--- config.mk ---
export PLATFORM = sky130hd
export DESIGN_NAME = rnn_feature_packer_flat
export DESIGN_NICKNAME = d
export VERILOG_FILES = /design/src/rtl/rnn_pkg.sv /design/src/rtl/rnn_feature_packer_if.sv /design/src/rtl/rnn_feature_packer.sv /design/src/flat_wrapper.sv
export SDC_FILE = /design/constraint.sdc
export NUM_CORES = 2
export LEC_CHECK = 0
export CORE_AREA = 2 2 549 551
export DETAILED_ROUTE_END_ITERATION = 10
export DIE_AREA = 0 0 551 553
export SETUP_SLACK_MARGIN = 0.02
export SLEW_MARGIN = 25
export SYNTH_ARGS = -nofsm -noshare
export SYNTH_HDL_FRONTEND = slang
export SYNTH_SLANG_ARGS = --single-unit
export TNS_END_PERCENT = 30
--- constraint.sdc ---
create_clock -name clk -period 4 [get_ports clk]
set_input_delay 0.8 -clock clk [delete_from_list [all_inputs] [get_ports clk]]
set_output_delay 0.8 -clock clk [all_outputs]
set_load 0.01 [all_outputs]
--- src/rtl/rnn_pkg.sv ---
// Shared RNN front-end definitions: feature geometry, word type and the
// packer state encoding.
package rnn_pkg;

  localparam int FLOAT_W  = 32;
  localparam int NUM_FEAT = 42;
  localparam int NUM_GAIN = 22;
  localparam int IDX_W    = $clog2(NUM_FEAT);

  typedef logic [FLOAT_W-1:0]          float_t;
  typedef logic [NUM_FEAT*FLOAT_W-1:0] feature_t;

  typedef enum logic [1:0] {
    COLLECT,
    DROP,
    XFER
  } packer_state_t;

endpackage

--- src/rtl/rnn_feature_packer_if.sv ---
// Word stream in and assembled feature frame out of the packer.
interface rnn_feature_packer_if;
  import rnn_pkg::*;

  float_t   s_data;
  logic     s_valid;
  logic     s_last;
  logic     s_ready;
  feature_t feature;
  logic     feat_valid;
  logic     feat_ready;

  modport master (
    output s_data, s_valid, s_last, feat_ready,
    input  s_ready, feature, feat_valid
  );

  modport slave (
    input  s_data, s_valid, s_last, feat_ready,
    output s_ready, feature, feat_valid
  );

endinterface

--- src/rtl/rnn_feature_packer.sv ---
// Packs a serial stream of NUM_FEAT float words into one flat feature bus,
// rejecting frames whose s_last does not land on the final word.
module rnn_feature_packer
  import rnn_pkg::*;
#(
  parameter int CNT_W = 16
) (
  input  logic                 clk,
  input  logic                 rst_n,
  rnn_feature_packer_if.slave  bus,
  output logic                 frame_err,
  output logic [CNT_W-1:0]     frame_cnt
);

  packer_state_t state, state_nxt;
  logic [IDX_W-1:0] idx, idx_nxt;
  logic live;
  logic accept, at_end, slot_free, load, err_nxt;
  logic [NUM_FEAT-1:0][FLOAT_W-1:0] asm_buf;

  // live holds s_ready low until the first clock edge after reset release.
  assign bus.s_ready = live && (state != XFER);
  assign accept      = bus.s_valid && bus.s_ready;
  assign at_end      = (idx == IDX_W'(NUM_FEAT - 1));
  assign slot_free   = !bus.feat_valid || bus.feat_ready;

  // NOTE: every variable is given a default first so no path leaves one
  // unassigned, which would otherwise infer a latch.
  always_comb begin
    state_nxt = state;
    idx_nxt   = idx;
    err_nxt   = 1'b0;
    load      = 1'b0;
    case (state)
      COLLECT: begin
        if (accept) begin
          if (!at_end) begin
            if (bus.s_last) begin
              err_nxt = 1'b1;
              idx_nxt = '0;
            end else begin
              idx_nxt = idx + 1'b1;
            end
          end else begin
            idx_nxt = '0;
            if (bus.s_last) begin
              state_nxt = XFER;
            end else begin
              err_nxt   = 1'b1;
              state_nxt = DROP;
            end
          end
        end
      end
      DROP: begin
        if (accept && bus.s_last) state_nxt = COLLECT;
      end
      XFER: begin
        if (slot_free) begin
          load      = 1'b1;
          state_nxt = COLLECT;
        end
      end
      default: state_nxt = COLLECT;
    endcase
  end

  // NOTE: sequential state uses non-blocking assignments so every flop
  // samples pre-edge values regardless of process ordering.
  always_ff @(posedge clk or negedge rst_n) begin
    if (!rst_n) begin
      state     <= COLLECT;
      idx       <= '0;
      live      <= 1'b0;
      frame_err <= 1'b0;
    end else begin
      state     <= state_nxt;
      idx       <= idx_nxt;
      live      <= 1'b1;
      frame_err <= err_nxt;
    end
  end

  // NOTE: the assembly buffer is deliberately not reset; its contents are
  // only ever read after a complete frame has overwritten every slot.
  always_ff @(posedge clk) begin
    if (state == COLLECT && accept) asm_buf[idx] <= bus.s_data;
  end

  always_ff @(posedge clk or negedge rst_n) begin
    if (!rst_n) begin
      bus.feature    <= '0;
      bus.feat_valid <= 1'b0;
      frame_cnt      <= '0;
    end else begin
      if (load) begin
        bus.feature    <= asm_buf;
        bus.feat_valid <= 1'b1;
        frame_cnt      <= frame_cnt + 1'b1;
      end else if (bus.feat_ready) begin
        bus.feat_valid <= 1'b0;
      end
    end
  end

endmodule

--- src/flat_wrapper.sv ---
// flat-port wrapper written by rule: the top's interface ports become plain ports
module rnn_feature_packer_flat import rnn_pkg::*;
#(
  parameter int CNT_W = 16
)
  (clk, rst_n, frame_err, frame_cnt, bus_s_data, bus_s_valid, bus_s_last, bus_feat_ready, bus_s_ready, bus_feature, bus_feat_valid);
  rnn_feature_packer_if bus_i ();
  input  logic clk;
  input  logic rst_n;
  output logic frame_err;
  output logic [CNT_W-1:0] frame_cnt;
  input wire logic [$bits(bus_i.s_data)-1:0] bus_s_data;
  input wire logic [$bits(bus_i.s_valid)-1:0] bus_s_valid;
  input wire logic [$bits(bus_i.s_last)-1:0] bus_s_last;
  input wire logic [$bits(bus_i.feat_ready)-1:0] bus_feat_ready;
  output wire logic [$bits(bus_i.s_ready)-1:0] bus_s_ready;
  output wire logic [$bits(bus_i.feature)-1:0] bus_feature;
  output wire logic [$bits(bus_i.feat_valid)-1:0] bus_feat_valid;
  assign bus_i.s_data = bus_s_data;
  assign bus_i.s_valid = bus_s_valid;
  assign bus_i.s_last = bus_s_last;
  assign bus_i.feat_ready = bus_feat_ready;
  assign bus_s_ready = bus_i.s_ready;
  assign bus_feature = bus_i.feature;
  assign bus_feat_valid = bus_i.feat_valid;
  rnn_feature_packer #(.CNT_W(CNT_W)) u_core (.clk(clk), .rst_n(rst_n), .bus(bus_i), .frame_err(frame_err), .frame_cnt(frame_cnt));
endmodule
; Word level (Yosys, flattened, before mapping)
; Index checks and enable logic that the tools add are counted.
[classes]
addsub = 2
mul = 0
div = 0
magnitude_cmp = 2
n_eq_ne = 8
shifts = 0
mux = 20
n_bitwise = 0
reduce_logical = 11
[ops]
columns = operator, count
row1 = 1344-bit bitwise mux, 1
row2 = 32-bit demux with 6-bit select, 1
row3 = 32-bit two-way mux, 1
row4 = "16-bit by 1-bit adder with 16-bit output, second input constant", 1
row5 = 6-bit two-way mux, 2
row6 = 2-bit two-way mux, 5
row7 = 1-bit two-way mux, 9
row8 = "2-bit by 1-bit != test with 1-bit output, second input constant", 4
row9 = "6-bit by 7-bit less-than comparator with 1-bit output, second input constant", 1
row10 = "6-bit by 1-bit adder with 6-bit output, second input constant", 1
row11 = "6-bit equality test, second input constant", 1
row12 = "6-bit by 1-bit >= comparator with 1-bit output, second input constant", 1
row13 = 2-bit one-hot mux with 3 select lines, 1
row14 = 1-bit logical AND, 5
row15 = 4-bit AND reduction, 1
row16 = "2-bit by 1-bit equality test with 1-bit output, second input constant", 1
row17 = "2-bit equality test, second input constant", 1
row18 = 2-bit logical NOT, 1
row19 = "2-bit != test, second input constant", 1
row20 = 2-bit AND reduction, 1
row21 = 2-bit nonzero test, 1
row22 = 1-bit logical NOT, 1
row23 = 1-bit logical OR, 1
[totals]
reg_bits = 2715
latch_bits = 0
mem_bits_rw = 0
romBits = 0
output_inout_bits = 1363
word_cells = 92
memories = 0

; Logic depth before layout (Yosys ltp)
[logic_depth]
word_depth = 6
depth_mapped = 8

; Worst setup path before layout
; OpenSTA, ideal clock, no wires.
[synth_path]
path_type = input to register
start = in bus_s_valid
end = reg u_core.asm_buf[100] (netlist name) (enable)
t_arrival_ns = 2.789
t_required_ns = 3.579
setup_slack_ns = 0.790
stages = 4
path_cell_list = nand4bb_1 > nor2_1 > nand3_1 > nor2_1
[synth_via]
elab_chain_len = 2
[synth_lines]
columns = item, line_no
row1 = "start, declared", flat_wrapper.sv:13  ; input wire logic [$bits(bus_i.s_valid)-1:0] bus_s_valid;
row2 = 1-bit logical AND, rnn_feature_packer.sv:23  ; assign accept = bus.s_valid && bus.s_ready;
row3 = 1-bit logical AND, rnn_feature_packer.sv:87  ; if (state == COLLECT && accept) asm_buf[idx] <= bus.s_data;
row4 = "end signal, assigned by index", rnn_feature_packer.sv:87
row5 = "end, declared", rnn_feature_packer.sv:19  ; logic [NUM_FEAT-1:0][FLOAT_W-1:0] asm_buf;
; Every way passes these cells.
; A chain may end at the register's enable or synchronous reset.

; Final worst setup path
[layout_path]
start = reg u_core.state[0]
end = out bus_s_ready
[layout_via]
elab_chain_len = 2
[layout_lines]
columns = item, line_no
row1 = "start, declared", rnn_feature_packer.sv:15  ; packer_state_t state, state_nxt;
row2 = "start signal, assigned", rnn_feature_packer.sv:77  ; state <= state_nxt;
row3 = 2-bit != test, rnn_feature_packer.sv:22  ; assign bus.s_ready = live && (state != XFER);
row4 = 1-bit logical AND, rnn_feature_packer.sv:22
row5 = "end, declared", flat_wrapper.sv:16  ; output wire logic [$bits(bus_i.s_ready)-1:0] bus_s_ready;
; Every way passes these cells.

==> impl_metrics.py <==
metrics = {
    "global_route": {
        "use_met1_pct": 25.0,
        "grt_most_used_layer": "met2",
        "grt_pass1_vias": 49000,
        "grt_start_max_net_pins": 99,
        "globalRouteMet2Util_pct": 30.6,
        "grt.overflow.total": 0,
        "grt_first_pass_wirelength_um": 409000,
        "grt_use_met3_pct": 6.08,
        "antenna_found_initial": 45,
        "track_usage_pct": 19.2,
    },
    "timing": {
        "worst_pin_slew_ns": 1.14,
        "finalHoldViolCount": 0,
        "fin_worst_skew_ns": 0.0387,
        "layout_min_cycle_time_ns": 3.06,
        "whs_ns": 0.409,
        "clock.fmax_ghz": 0.327,
        "slew_headroom_pct": 24.3,
        "rsz0062_at_grt": "no",
        "finalSetupViolations": 0,
        "slew_violations": 0,
        "post-route-period-util_pct": 76.4,
    },
    "worst_setup_path": {
        "path_buf_inv": 1,
        "crit_type": "reg -> out",
        "crit_path_start_kind": "flip-flop",
        "crit_required_ns": 3.20,
        "crit_slowest_cell": "clkdlybuf4s50_1",
        "arrival_ns": 2.26,
        "critPathMaxFanout": 5,
        "path_cells": "nand2b_1, and2_1, clkdlybuf4s50_1",
        "critPathCaptureType": "output port",
        "path_delay_family": "buffers and inverters",
        "r2r_setup_slack_ns": 1.03,
        "slowest_delay_ns": 0.63,
    },
    "clock_network": {
        "cts_tree": "yes",
        "htree_levels": 5,
        "clock_latency_ns": 0.88,
        "clk_path_buf_depth": 4,
        "clockRootBuffer": "clkbuf_16",
        "post_cts_resized": 0,
        "clkSinkCount": 2715,
        "path_clk_slew_ns": 0.06,
        "numCtsBuffers": 287,
    },
    "power": {
        "power_density_mw_per_mm2": 466,
        "power_uw": 57600,
        "vdd_drop_max_mv": 0.384,
        "p_leak_uw": 0.0499,
    },
    "placement": {
        "post-dp-hpwl_um": 194000,
        "port_buffers": 1399,
        "gp_congestion": 0.784,
    },
    "route": {
        "drt_iter0_markers": 4602,
        "post_drt_via_cell_ratio": 4.64,
        "vias": 47700,
        "wl_per_cell_um": 29.2,
        "ant_nets": 0,
        "dr.pass1.iters": 5,
        "drc_errors": 0,
        "wl_um": 300000,
    },
    "finish": {
        "nFillCells": 26300,
        "ff_latch_area_mm2": 0.0747,
        "drive_above_1_share_pct": 32.4,
        "final_nets": 6104,
        "multiInputGateArea_mm2": 0.0182,
        "syn_to_final_growth_pct": 30.9,
    },
    "yosys": {
        "synth_seq_cells": 2715,
        "synth_ff_type": "dfrtp_1",
        "synth_top_family_by_area": "multiplexers",
        "async_flop_share_pct": 50.5,
        "synth_nets": 4398,
        "synth_simple_gate_area_share_pct": 0.589,
        "syn-cell-area_mm2": 0.0944,
        "synth.area.mux_share_pct": 18.0,
        "syn_avg_cell_area_um2": 21.6,
        "synth_cells": 4358,
        "ys_seq_area_share_pct": 79.1,
        "synthAdderAreaFrac_pct": 0.0398,
        "yosysWarningCount": 0,
        "synth_xor_area_share_pct": 0.194,
        "synth_edf_count": 1344,
        "synth_cell_types": 45,
        "synth_compound_area_share_pct": 0.0464,
    },
    "floorplanning": {
        "ios": 1400,
        "fp.dieH_um": 553,
        "fp.coreArea_mm2": 0.299,
        "num_rows": 201,
        "start_util_pct": 31.6,
        "die_w_um": 551,
        "die-area_mm2": 0.305,
    },
    "outcome": {
        "status": "completed",
    },
    "worst_hold_path": {
        "hold_path.class": "in -> reg",
    },
    "job": {
        "drv_cap": 0,
    },
}
-- cells by family after synthesis --
kind of cell	Yosys count
compound gates	6
mux	1345
simple gates	108
flops	2715
other cells	1
xor+xnor	20
buf+inv	160
fa+ha+maj	3
-- cells in the mapped netlist, types with 2 or more instances --
| cell type | number | share of area [%] |
|---|---|---|
| nand2_1 | 12 | 0.048 |
| clkbuf_1 | 5 | 0.020 |
| buf_4 | 84 | 0.67 |
| nand3_1 | 10 | 0.053 |
| nand3b_1 | 2 | 0.016 |
| or3b_2 | 2 | 0.019 |
| ha_1 | 3 | 0.040 |
| and4_1 | 3 | 0.028 |
| nand4_1 | 2 | 0.013 |
| dfrtp_1 | 1371 | 36 |
| and3_1 | 3 | 0.020 |
| edfxtp_1 | 1344 | 43 |
| buf_8 | 2 | 0.032 |
| buf_12 | 55 | 1.2 |
| mux2_4 | 496 | 7.9 |
| mux2_2 | 849 | 10 |
| nor4_1 | 2 | 0.013 |
| xnor2_1 | 6 | 0.056 |
| nor3_1 | 6 | 0.032 |
| nor2_1 | 53 | 0.21 |
| buf_2 | 10 | 0.053 |
| xor2_1 | 13 | 0.12 |
| inv_1 | 3 | 0.012 |
-- final timing paths --
check	start	endpoint	cells after the start
hold reg to reg	u_core.asm_buf[1278]	u_core.bus.feature[1278]	1
min in group asynchronous	rst_n	u_core.bus.feature[193]	2
hold / removal	bus_s_data[4]	u_core.asm_buf[260]	1
setup reg to reg	u_core.state[0]	u_core.asm_buf[518]	5
max in group asynchronous	rst_n	u_core.bus.feature[1120]	4
setup / recovery	u_core.state[0]	bus_s_ready	3
-- cell type report --
class | instances | area share [%]
well taps | 3958 | 4.01
clock buffers | 415 | 6.66
flip-flops and latches | 2715 | 60.4
multi-input cells | 1483 | 14.7
repair buffers | 1574 | 13.0
diodes | 20 | 0.0405
inverters | 3 | 0.00912
clock inverters | 110 | 1.10
-- metrics by stage --
stage,setup slack (ns),TNS [ns],area [um2],cells,utilization [%]
4_1_cts,0.833,0,123000,10300,41.3
6_report,0.944,0,124000,10300,41.3
5_1_grt,0.811,0,123000,10300,41.3
3_5_place_dp,0.0769,0,114000,9732,38.1
2_1_floorplan,0.790,0,94400,4358,-
3_3_place_gp,-0.0417,-1.24,114000,9728,38.1
-- power by group --
| group | switching [uW] | leakage [uW] | internal (uW) |
|---|---|---|---|
| registers | 28.5 | 0.0312 | 29400 |
| logic | 1050 | 0.0140 | 153 |
| clock network | 11500 | 0.00470 | 15400 |
-- sequential cells by signal, indices dropped and copies added (netlist names) --
name	cells
u_core.bus.feat_valid	1
u_core.bus.feature	1344
u_core.frame_cnt	16
u_core.idx	6
u_core.frame_err	1
u_core.live	1
u_core.state	2
u_core.asm_buf	1344
-- layer usage --
metal  wire length, um  up-vias
met5                 0        -
met4              8520        0
met3             28400      382
met2            141000     2095
met1            123000    25500
li1                  -    19700
-- placed cells by master, fill, tap and decap left out, drive strengths merged, types with 3 or more instances in the layout --
cell type / netlist / final
edfxtp: 1344 / 1344
inv: 3 / 12
xnor2: 7 / 7
nand3: 12 / 12
diode: 0 / 20
xor2: 13 / 13
mux2: 1345 / 1345
nand2: 13 / 13
ha: 3 / 3
bufinv: 0 / 14
and4: 3 / 3
clkdlybuf4s50: 0 / 1366
dfrtp: 1371 / 1371
nor3: 6 / 6
and3: 3 / 3
buf: 152 / 207
clkinv: 0 / 85
clkbuf: 5 / 415
nor2: 53 / 53
-- worst register-to-register path, cell delays in order, from the launching register on --
cell       delay, ns
dfrtp_1         0.45
nand4bb_1       0.36
nor2_1          0.30
nand2_1         0.56
nor2_4          0.41
buf_4           0.48
-- repair_timing --
| action | in CTS | in global routing |
|---|---|---|
| hold buffers | 1 | 0 |
| hold endpoints to repair | 60 | 0 |
| buffers inserted | 0 | 0 |
Power figures use the tool's default switching activity.
